`config.mk`:
```
export PLATFORM = sky130hd
export DESIGN_NAME = cv32e40p_if_id_queue_flat
export DESIGN_NICKNAME = d
export VERILOG_FILES = /design/src/rtl/cv32e40p_if_id_queue_if.sv /design/src/rtl/cv32e40p_if_id_queue.sv /design/src/flat_wrapper.sv
export SDC_FILE = /design/constraint.sdc
export NUM_CORES = 1
export LEC_CHECK = 0
export CAP_MARGIN = 10
export CORE_ASPECT_RATIO = 1.2
export CORE_MARGIN = 4
export CORE_UTILIZATION = 30
export DETAILED_ROUTE_END_ITERATION = 8
export PLACE_DENSITY = 0.52
export SETUP_SLACK_MARGIN = 0.02
export SKIP_CTS_REPAIR_TIMING = 1
export SLEW_MARGIN = 40
export SYNTH_ARGS = -nofsm -noshare
export SYNTH_HDL_FRONTEND = slang
export SYNTH_SLANG_ARGS = --single-unit
```
`constraint.sdc`:
```
create_clock -name clk -period 1.8 [get_ports clk]
set_input_delay 0.27 -clock clk [delete_from_list [all_inputs] [get_ports clk]]
set_output_delay 0.27 -clock clk [all_outputs]
set_load 0.02 [all_outputs]
```
`src/rtl/cv32e40p_if_id_queue_if.sv`:
```
// cv32e40p_if_id_queue_if
// Bundles the IF-side push handshake, the ID-side head/consume handshake and
// the status outputs of the IF/ID decoupling queue.
//   slave  : the queue's view (takes push/flush/halt/id_ready, drives head)
//   master : the surrounding pipeline's view (IF pushes, ID consumes)
// Parameters: INSTR_WIDTH, PC_WIDTH, OCC_WIDTH (= $clog2(DEPTH+1) of the queue).
interface cv32e40p_if_id_queue_if #(
  parameter int INSTR_WIDTH = 32,
  parameter int PC_WIDTH    = 32,
  parameter int OCC_WIDTH   = 2
);
  // IF side
  logic                   push_valid_i;
  logic                   push_ready_o;
  logic                   halt_if_i;
  logic [INSTR_WIDTH-1:0] instr_i;
  logic [PC_WIDTH-1:0]    pc_i;
  logic                   is_compressed_i;
  logic                   illegal_c_insn_i;
  logic                   fetch_failed_i;
  logic                   flush_i;
  // ID side
  logic                   instr_valid_id_o;
  logic                   id_ready_i;
  logic [INSTR_WIDTH-1:0] instr_rdata_id_o;
  logic [PC_WIDTH-1:0]    pc_id_o;
  logic                   is_compressed_id_o;
  logic                   illegal_c_insn_id_o;
  logic                   is_fetch_failed_o;
  // status
  logic [OCC_WIDTH-1:0]   occupancy_o;
  logic                   perf_full_o;

  modport slave (
    input  push_valid_i, halt_if_i, instr_i, pc_i, is_compressed_i,
           illegal_c_insn_i, fetch_failed_i, flush_i, id_ready_i,
    output push_ready_o, instr_valid_id_o, instr_rdata_id_o, pc_id_o,
           is_compressed_id_o, illegal_c_insn_id_o, is_fetch_failed_o,
           occupancy_o, perf_full_o
  );

  modport master (
    output push_valid_i, halt_if_i, instr_i, pc_i, is_compressed_i,
           illegal_c_insn_i, fetch_failed_i, flush_i, id_ready_i,
    input  push_ready_o, instr_valid_id_o, instr_rdata_id_o, pc_id_o,
           is_compressed_id_o, illegal_c_insn_id_o, is_fetch_failed_o,
           occupancy_o, perf_full_o
  );
endinterface

```
`src/rtl/cv32e40p_if_id_queue.sv`:
```
// cv32e40p_if_id_queue
// DEPTH-entry circular buffer between the fetch aligner/compressed decoder and
// the ID stage. Fetch may run ahead while ID stalls; flush_i empties the queue
// atomically on a PC redirect. Each entry holds {fetch_failed, illegal_c,
// is_compressed, pc, instr}.
// Ports:
//   clk, rst_n : core clock, asynchronous active-low reset
//   bus        : cv32e40p_if_id_queue_if.slave (push handshake, head outputs,
//                id_ready_i consume, flush/halt, occupancy_o, perf_full_o)
// Parameters: DEPTH (1..8, any value), INSTR_WIDTH, PC_WIDTH. The interface
// instance must use OCC_WIDTH = $clog2(DEPTH+1).
// Optional feature: define CV32E40P_IFQ_BYPASS_EN to let an instruction
// offered to an empty queue appear on the head outputs in the same cycle
// (and be consumed without being written if ID is ready). Without it all
// head outputs come straight from registers with one cycle of latency.
module cv32e40p_if_id_queue #(
  parameter int DEPTH       = 2,
  parameter int INSTR_WIDTH = 32,
  parameter int PC_WIDTH    = 32
) (
  input logic                    clk,
  input logic                    rst_n,
  cv32e40p_if_id_queue_if.slave  bus
);

  localparam int OCC_W   = $clog2(DEPTH + 1);
  localparam int PTR_W   = (DEPTH > 1) ? $clog2(DEPTH) : 1;
  localparam int ENTRY_W = INSTR_WIDTH + PC_WIDTH + 3;
  localparam logic [PTR_W-1:0] LAST_PTR = PTR_W'(DEPTH - 1);
  localparam logic [OCC_W-1:0] FULL_CNT = OCC_W'(DEPTH);

  logic [DEPTH-1:0][ENTRY_W-1:0] storage;
  logic [PTR_W-1:0]              wr_ptr_reg, wr_ptr_next;
  logic [PTR_W-1:0]              rd_ptr_reg, rd_ptr_next;
  logic [OCC_W-1:0]              count_reg, count_next;

  logic [ENTRY_W-1:0] in_entry;
  logic [ENTRY_W-1:0] head_entry;
  logic               empty, full;
  logic               push_ready, head_valid;
  logic               push, pop;
  logic               bypass_consume;
  logic               do_write, do_read;

  assign in_entry = {bus.fetch_failed_i, bus.illegal_c_insn_i, bus.is_compressed_i,
                     bus.pc_i, bus.instr_i};
  assign empty    = (count_reg == '0);
  assign full     = (count_reg == FULL_CNT);

`ifdef CV32E40P_IFQ_BYPASS_EN
  logic bypass;
  // Empty queue with an offer: present the incoming instruction directly.
  assign bypass         = empty & bus.push_valid_i;
  // When full, a consuming ID frees the slot being written this same cycle.
  assign push_ready     = ~bus.halt_if_i & ~bus.flush_i & (~full | bus.id_ready_i);
  assign head_valid     = bypass ? (bus.push_valid_i & ~bus.halt_if_i & ~bus.flush_i)
                                 : ~empty;
  assign head_entry     = bypass ? in_entry : storage[rd_ptr_reg];
  // Instruction taken straight from the input never touches storage.
  assign bypass_consume = bypass & head_valid & bus.id_ready_i;
`else
  assign push_ready     = ~bus.halt_if_i & ~bus.flush_i & ~full;
  assign head_valid     = ~empty;
  assign head_entry     = storage[rd_ptr_reg];
  assign bypass_consume = 1'b0;
`endif

  assign push     = bus.push_valid_i & push_ready;
  assign pop      = head_valid & bus.id_ready_i;
  assign do_write = push & ~bypass_consume;
  assign do_read  = pop & ~bypass_consume;

  // Pointer/count next state; flush wins over any push or pop this cycle.
  always_comb begin
    wr_ptr_next = wr_ptr_reg;
    rd_ptr_next = rd_ptr_reg;
    count_next  = count_reg;
    if (bus.flush_i) begin
      wr_ptr_next = '0;
      rd_ptr_next = '0;
      count_next  = '0;
    end else begin
      // Explicit wrap at DEPTH-1 so non-power-of-two depths work.
      if (do_write) begin
        wr_ptr_next = (wr_ptr_reg == LAST_PTR) ? '0 : wr_ptr_reg + PTR_W'(1);
      end
      if (do_read) begin
        rd_ptr_next = (rd_ptr_reg == LAST_PTR) ? '0 : rd_ptr_reg + PTR_W'(1);
      end
      case ({do_write, do_read})
        2'b10:   count_next = count_reg + OCC_W'(1);
        2'b01:   count_next = count_reg - OCC_W'(1);
        default: count_next = count_reg;
      endcase
    end
  end

  always_ff @(posedge clk or negedge rst_n) begin
    if (!rst_n) begin
      wr_ptr_reg <= '0;
      rd_ptr_reg <= '0;
      count_reg  <= '0;
    end else begin
      wr_ptr_reg <= wr_ptr_next;
      rd_ptr_reg <= rd_ptr_next;
      count_reg  <= count_next;
    end
  end

  // One register per entry; cleared on reset so the head reads 0 after reset.
  // do_write is already blocked by flush through push_ready.
  generate
    for (genvar gi = 0; gi < DEPTH; gi++) begin : g_entry
      logic [ENTRY_W-1:0] entry_reg;
      always_ff @(posedge clk or negedge rst_n) begin
        if (!rst_n) begin
          entry_reg <= '0;
        end else if (do_write && (wr_ptr_reg == PTR_W'(gi))) begin
          entry_reg <= in_entry;
        end
      end
      assign storage[gi] = entry_reg;
    end
  endgenerate

  assign bus.push_ready_o        = push_ready;
  assign bus.instr_valid_id_o    = head_valid;
  assign bus.instr_rdata_id_o    = head_entry[INSTR_WIDTH-1:0];
  assign bus.pc_id_o             = head_entry[INSTR_WIDTH +: PC_WIDTH];
  assign bus.is_compressed_id_o  = head_entry[INSTR_WIDTH+PC_WIDTH];
  assign bus.illegal_c_insn_id_o = head_entry[INSTR_WIDTH+PC_WIDTH+1];
  assign bus.is_fetch_failed_o   = head_entry[INSTR_WIDTH+PC_WIDTH+2];
  assign bus.occupancy_o         = count_reg;
  assign bus.perf_full_o         = bus.push_valid_i & ~bus.halt_if_i & ~bus.flush_i & full;

endmodule

```
`src/flat_wrapper.sv`:
```
// flat-port wrapper written by rule: the top's interface ports become plain ports
module cv32e40p_if_id_queue_flat 
#(
  parameter int DEPTH       = 2,
  parameter int INSTR_WIDTH = 32,
  parameter int PC_WIDTH    = 32
)
  (clk, rst_n, bus_push_valid_i, bus_halt_if_i, bus_instr_i, bus_pc_i, bus_is_compressed_i, bus_illegal_c_insn_i, bus_fetch_failed_i, bus_flush_i, bus_id_ready_i, bus_push_ready_o, bus_instr_valid_id_o, bus_instr_rdata_id_o, bus_pc_id_o, bus_is_compressed_id_o, bus_illegal_c_insn_id_o, bus_is_fetch_failed_o, bus_occupancy_o, bus_perf_full_o);
  cv32e40p_if_id_queue_if #(.INSTR_WIDTH(INSTR_WIDTH), .PC_WIDTH(PC_WIDTH), .OCC_WIDTH(2)) bus_i ();
  input logic clk;
  input logic rst_n;
  input wire logic [$bits(bus_i.push_valid_i)-1:0] bus_push_valid_i;
  input wire logic [$bits(bus_i.halt_if_i)-1:0] bus_halt_if_i;
  input wire logic [$bits(bus_i.instr_i)-1:0] bus_instr_i;
  input wire logic [$bits(bus_i.pc_i)-1:0] bus_pc_i;
  input wire logic [$bits(bus_i.is_compressed_i)-1:0] bus_is_compressed_i;
  input wire logic [$bits(bus_i.illegal_c_insn_i)-1:0] bus_illegal_c_insn_i;
  input wire logic [$bits(bus_i.fetch_failed_i)-1:0] bus_fetch_failed_i;
  input wire logic [$bits(bus_i.flush_i)-1:0] bus_flush_i;
  input wire logic [$bits(bus_i.id_ready_i)-1:0] bus_id_ready_i;
  output wire logic [$bits(bus_i.push_ready_o)-1:0] bus_push_ready_o;
  output wire logic [$bits(bus_i.instr_valid_id_o)-1:0] bus_instr_valid_id_o;
  output wire logic [$bits(bus_i.instr_rdata_id_o)-1:0] bus_instr_rdata_id_o;
  output wire logic [$bits(bus_i.pc_id_o)-1:0] bus_pc_id_o;
  output wire logic [$bits(bus_i.is_compressed_id_o)-1:0] bus_is_compressed_id_o;
  output wire logic [$bits(bus_i.illegal_c_insn_id_o)-1:0] bus_illegal_c_insn_id_o;
  output wire logic [$bits(bus_i.is_fetch_failed_o)-1:0] bus_is_fetch_failed_o;
  output wire logic [$bits(bus_i.occupancy_o)-1:0] bus_occupancy_o;
  output wire logic [$bits(bus_i.perf_full_o)-1:0] bus_perf_full_o;
  assign bus_i.push_valid_i = bus_push_valid_i;
  assign bus_i.halt_if_i = bus_halt_if_i;
  assign bus_i.instr_i = bus_instr_i;
  assign bus_i.pc_i = bus_pc_i;
  assign bus_i.is_compressed_i = bus_is_compressed_i;
  assign bus_i.illegal_c_insn_i = bus_illegal_c_insn_i;
  assign bus_i.fetch_failed_i = bus_fetch_failed_i;
  assign bus_i.flush_i = bus_flush_i;
  assign bus_i.id_ready_i = bus_id_ready_i;
  assign bus_push_ready_o = bus_i.push_ready_o;
  assign bus_instr_valid_id_o = bus_i.instr_valid_id_o;
  assign bus_instr_rdata_id_o = bus_i.instr_rdata_id_o;
  assign bus_pc_id_o = bus_i.pc_id_o;
  assign bus_is_compressed_id_o = bus_i.is_compressed_id_o;
  assign bus_illegal_c_insn_id_o = bus_i.illegal_c_insn_id_o;
  assign bus_is_fetch_failed_o = bus_i.is_fetch_failed_o;
  assign bus_occupancy_o = bus_i.occupancy_o;
  assign bus_perf_full_o = bus_i.perf_full_o;
  cv32e40p_if_id_queue #(.DEPTH(DEPTH), .INSTR_WIDTH(INSTR_WIDTH), .PC_WIDTH(PC_WIDTH)) u_core (.clk(clk), .rst_n(rst_n), .bus(bus_i));
endmodule
```
==> reports/metrics.yaml, run 1 <==
routed_wl_mm: 15.5
hold_viol: 0
drc_errors: 0
design_area_sq_mm: 0.00912
place_hpwl_mm: 9.27
grt_pass1_wl_mm: 22.8
initial_core_util: 0.304
final_cell_mix: "mux2_2 (144), dfrtp_1 (137), clkdlybuf4s50_1 (71), mux2_4 (57), buf_6 (47)"
max_cap_viol_count: 0
routedWlPerCell_um: 18.0
yosys-top-cells-area: "dfrtp_1 (56%), mux2_2 (31%), mux2_4 (7.3%)"
synth_ff_type: "dfrtp_1"
via_count: 3898
post-route-period-util: 1.19
cts-root-buf: "clkbuf_16"
clock_latency_ns: 0.41
areaGrowthSynthToFinish_pct: 47.8
reg2reg_slack_ns: 0.01
drt-pass1-iter-count: 4
cts_sinks: 138
grt_pass1_vias: 4272
status: "finished, violations left"
clock_skew_ns: 0.00606
hold_class: "in -> async"
antenna_found_initial: 0
critical_path_buf_inv_count: 5
grt.total_usage: 0.126
synth_cells: 384
crit_fanout: 5
cts_tree: "done"
critical_path_required_ns: 1.53
dieArea_sq_mm: 0.0229
relSlewSlack: 0.677
slowest_stage: "dfrtp_2"
cts_buffers: 17
violations: "negative setup slack"
r2r_end: "u_core.g_entry[1].entry_reg[19]$_DFFE_PN0P_"
via_per_inst: 4.52
synth_fp_nets: 457
grt_max_degree: 47
ys_ff_latch: 138
largest_reg_flops: 134
worstSetupPathType: "reg -> out"
synth_edf_count: 0
p_leak_uw: 0.00414
worstMarginPinSlew_ns: 0.485
final_common_cell: "mux2_2"
ant_nets: 0
gp_congestion: 0.747
path_delay_family: "buffers and inverters"
rsz0062_at_grt: "yes"
worstReg2RegStart: "u_core.bus.occupancy_o[1]$_DFFE_PN0P_"
endpoint_kind: "output port"
setup_tns_ns: -11.09
ios: 145
rows: 57
yosysWarnings: 0
fmaxAchievable_mhz: 465
h-tree-depth: 4
ys_seq_area_frac: 0.560
power_uw: 10900
die_w_um: 139
syn_area_sq_mm: 0.00617
crit_cells: 6
synthDistinctLibCells: 27
cp-start-kind: "flip-flop"
setup_viol: 66
reg2reg_depth: 5
crit_top_cell: "buf_12"
core_area_sq_mm: 0.0203
drt_iter0_drc: 100
synthArstFlopShare: 1.00
max_stage_delay_ns: 0.49
timing.final.crit_period_ns: 2.15
cp.arrival_ns: 1.88
cts_buffer_depth: 2
numPortBuffers: 144
drive_gt1_frac: 0.612
hold_slack_ns: 0.366
grt_overflow: 0
dieHeight_um: 165
fin_nets: 658
fin_ws_ns: -0.350
slew_viol_final: 0
crit_path_cell_trace: "buf_12 -> buf_4 -> buf_12 -> buf_6 -> mux2_2 -> buf_2"
syn_avg_cell_area_sq_um: 16.1
post_dp_cell_area_sq_mm: 0.00803
netlist.area_leader.share: 0.560
power_density_mw_per_mm2: 1190
clk_pin_slew_ns: 0.06
yosysTopAreaCell: "dfrtp_1"
ir_drop_uv: 613
n_antenna_cell: 0
worst max-delay path by stage:
stage / slack (ns) / start / end
after floorplan: 0.07 / u_core.bus.occupancy_o[1]$_DFFE_PN0P_ / u_core.g_entry[0].entry_reg[36]$_DFFE_PN0P_
after global placement: -0.16 / bus_flush_i / u_core.g_entry[1].entry_reg[20]$_DFFE_PN0P_
after detailed placement: -0.17 / bus_flush_i / u_core.g_entry[1].entry_reg[22]$_DFFE_PN0P_
after CTS: -0.53 / u_core.rd_ptr_reg$_DFFE_PN0P_ / bus_instr_rdata_id_o[17]
after global routing: -0.41 / u_core.rd_ptr_reg$_DFFE_PN0P_ / bus_instr_rdata_id_o[23]
final: -0.35 / u_core.rd_ptr_reg$_DFFE_PN0P_ / bus_instr_rdata_id_o[23]
layer usage:
layer  track usage  share of wire  vias to the layer above
met4        0.0334          0.012                        0
met1         0.157           0.45                     1995
met3        0.0495          0.056                       17
met5             0              0                        -
met2         0.205           0.49                       91
li1              -              -                     1795
stage by stage:
step / setup slack, ns / util / cells
floorplan: 0.0691 / - / 384
global placement: -0.163 / 0.396 / 787
detailed placement: -0.173 / 0.396 / 787
CTS: -0.531 / 0.426 / 819
global route: -0.414 / 0.450 / 863
finish: -0.350 / 0.450 / 863
final cells by class:
cell class,instances,area [sq um]
fill,1855,11100
sequential,138,3450
multi-input combinational,223,2660
timing repair buffer,205,2070
clock buffer,21,460
tap,265,332
clock inverter,11,145
cells by family after synthesis:
logic type / Yosys count / synth area share
AOI/OAI and AO/OA: 8 / 0.00812
xor gates and xnor gates: 1 / 0.00142
buffers and inverters: 23 / 0.0288
DFF: 138 / 0.560
muxes: 202 / 0.387
and+or+nand+nor: 12 / 0.0148
power by group:
part	switching (uW)	internal, uW
logic	1280	1830
registers	373	3830
clock network	1310	2250
total	2960	7920
cell usage after synthesis (2+ instances only):
library cell,count
mux2_2,171
dfrtp_1,138
mux2_4,30
buf_2,9
clkbuf_1,5
buf_6,4
a21oi_1,3
buf_12,3
nor2_1,2
o21ai_0,2
worst reg2reg max path, stage by stage, from the launching register on:
cell and delay [ns]:
dfrtp_1 0.38, nor2b_4 0.15, buf_4 0.13, and4b_4 0.36
buf_12 0.27, mux2_2 0.39
Note: power is estimated with default switching activity, not from simulation.
==> run 2, diff against run 1 <==
--- a/config.mk
+++ b/config.mk
@@ -10,6 +10,7 @@
 export CORE_MARGIN = 4
 export CORE_UTILIZATION = 30
 export DETAILED_ROUTE_END_ITERATION = 8
+export HOLD_SLACK_MARGIN = 0.03
 export PLACE_DENSITY = 0.52
 export SETUP_SLACK_MARGIN = 0.02
 export SKIP_CTS_REPAIR_TIMING = 1
==> results of run 2 <==
Same layout as run 1: the final DEF is identical, and so are final timing and power.
==> run 3, diff against run 2 <==
--- a/config.mk
+++ b/config.mk
@@ -12,7 +12,6 @@
 export DETAILED_ROUTE_END_ITERATION = 8
 export HOLD_SLACK_MARGIN = 0.03
 export PLACE_DENSITY = 0.52
-export SETUP_SLACK_MARGIN = 0.02
 export SKIP_CTS_REPAIR_TIMING = 1
 export SLEW_MARGIN = 40
 export SYNTH_ARGS = -nofsm -noshare
==> reports/metrics.yaml, run 3 (synthesized netlist as in run 1, its figures left out) <==
status: "finished, violations left"
violations: "negative setup slack"
place_hpwl_mm: 9.27
endpoint_kind: "output port"
cts_tree: "done"
timing.final.crit_period_ns: 2.15
post-place-ws_ns: -0.173
core_area_sq_mm: 0.0203
drt_iter0_drc: 110
grt_overflow: 0
h-tree-depth: 4
clk_pin_slew_ns: 0.06
via_per_inst: 4.50
cts_buffer_depth: 2
areaGrowthSynthToFinish_pct: 47.4
initial_core_util: 0.304
cts_buffers: 17
power_uw: 10900
power_density_mw_per_mm2: 1200
ios: 145
p_leak_uw: 0.00414
routedWlPerCell_um: 18.1
grt_max_degree: 47
fin_nets: 655
drt-pass1-iter-count: 4
slew_viol_final: 0
grt_pass1_wl_mm: 22.8
relSlewSlack: 0.678
fin_ws_ns: -0.345
grt_pass1_vias: 4272
fmaxAchievable_mhz: 466
max_cap_viol_count: 0
rows: 57
dieArea_sq_mm: 0.0229
critical_path_required_ns: 1.53
ant_nets: 0
gp_congestion: 0.747
clock_skew_ns: 0.00593
n_antenna_cell: 0
routed_wl_mm: 15.6
cp-start-kind: "flip-flop"
final_cell_mix: "mux2_2 (144), dfrtp_1 (137), clkdlybuf4s50_1 (71), mux2_4 (57), buf_6 (45)"
setup_viol: 66
grt.total_usage: 0.126
hold_class: "in -> async"
numPortBuffers: 144
clock_latency_ns: 0.41
crit_fanout: 5
ir_drop_uv: 614
hold_viol: 0
die_w_um: 139
cp.arrival_ns: 1.88
rsz0062_at_grt: "yes"
worstSetupPathType: "reg -> out"
post-route-period-util: 1.19
antenna_found_initial: 0
worstMarginPinSlew_ns: 0.484
drive_gt1_frac: 0.608
dieHeight_um: 165
drc_errors: 0
cts_sinks: 138
largest_reg_flops: 134
final_common_cell: "mux2_2"
cts-root-buf: "clkbuf_16"
via_count: 3870
[run 3: cell type report]
| type | count | area (sq um) |
|---|---|---|
| timing repair buffer | 202 | 2040 |
| fill | 1856 | 11200 |
| multi-input combinational | 223 | 2660 |
| clock inverter | 11 | 145 |
| tap | 265 | 332 |
| clock buffer | 21 | 460 |
| sequential | 138 | 3450 |
[run 3: metal layers]
metal | wire, um | GRT usage | part of all wire
met4 | 187 | 0.0334 | 0.012
met3 | 866 | 0.0495 | 0.056
met1 | 6930 | 0.157 | 0.44
met2 | 7600 | 0.205 | 0.49
met5 | 0 | 0 | 0
[run 3: report_power, final]
part / switching (uW) / leakage (uW) / internal (uW)
Clock: 1300 / 0.000289 / 2250
Combinational: 1270 / 0.00216 / 1830
Sequential: 375 / 0.00169 / 3830
Total: 2950 / 0.00414 / 7910
[run 3: worst max-delay path: stages, from the launching register on]
cell and delay, ns:
dfrtp_2 0.49, buf_12 0.16, buf_4 0.12, buf_12 0.11, buf_6 0.11, mux2_2 0.32, buf_2 0.16
[run 3: path summary, 6_finish.rpt]
check                                                            start                                           to  slack [ns]  cells past startpoint
setup / recovery                         u_core.rd_ptr_reg$_DFFE_PN0P_                     bus_instr_rdata_id_o[23]       -0.35                      6
hold / removal                                                   rst_n  u_core.g_entry[0].entry_reg[39]$_DFFE_PN0P_        0.36                      2
setup reg to reg                 u_core.bus.occupancy_o[1]$_DFFE_PN0P_  u_core.g_entry[1].entry_reg[19]$_DFFE_PN0P_        0.12                      4
hold reg to reg            u_core.g_entry[0].entry_reg[64]$_DFFE_PN0P_  u_core.g_entry[0].entry_reg[64]$_DFFE_PN0P_        0.50                      1
max in group asynchronous                                        rst_n  u_core.g_entry[1].entry_reg[51]$_DFFE_PN0P_        0.84                      3
min in group clk                                          bus_pc_i[26]  u_core.g_entry[1].entry_reg[58]$_DFFE_PN0P_        0.50                      2
[run 3: per-stage QoR]
stage	setup TNS (ns)	cells	instance area, sq um	utilization	hold WS (ns)
6_report	-11.11	860	9090	0.449	0.364
3_3_place_gp	-13.14	787	8030	0.396	0.241
4_1_cts	-33.57	819	8630	0.426	-0.201
3_5_place_dp	-12.90	787	8030	0.396	0.246
2_1_floorplan	0	384	6170	-	-0.0256
5_1_grt	-15.46	860	9090	0.449	0.386
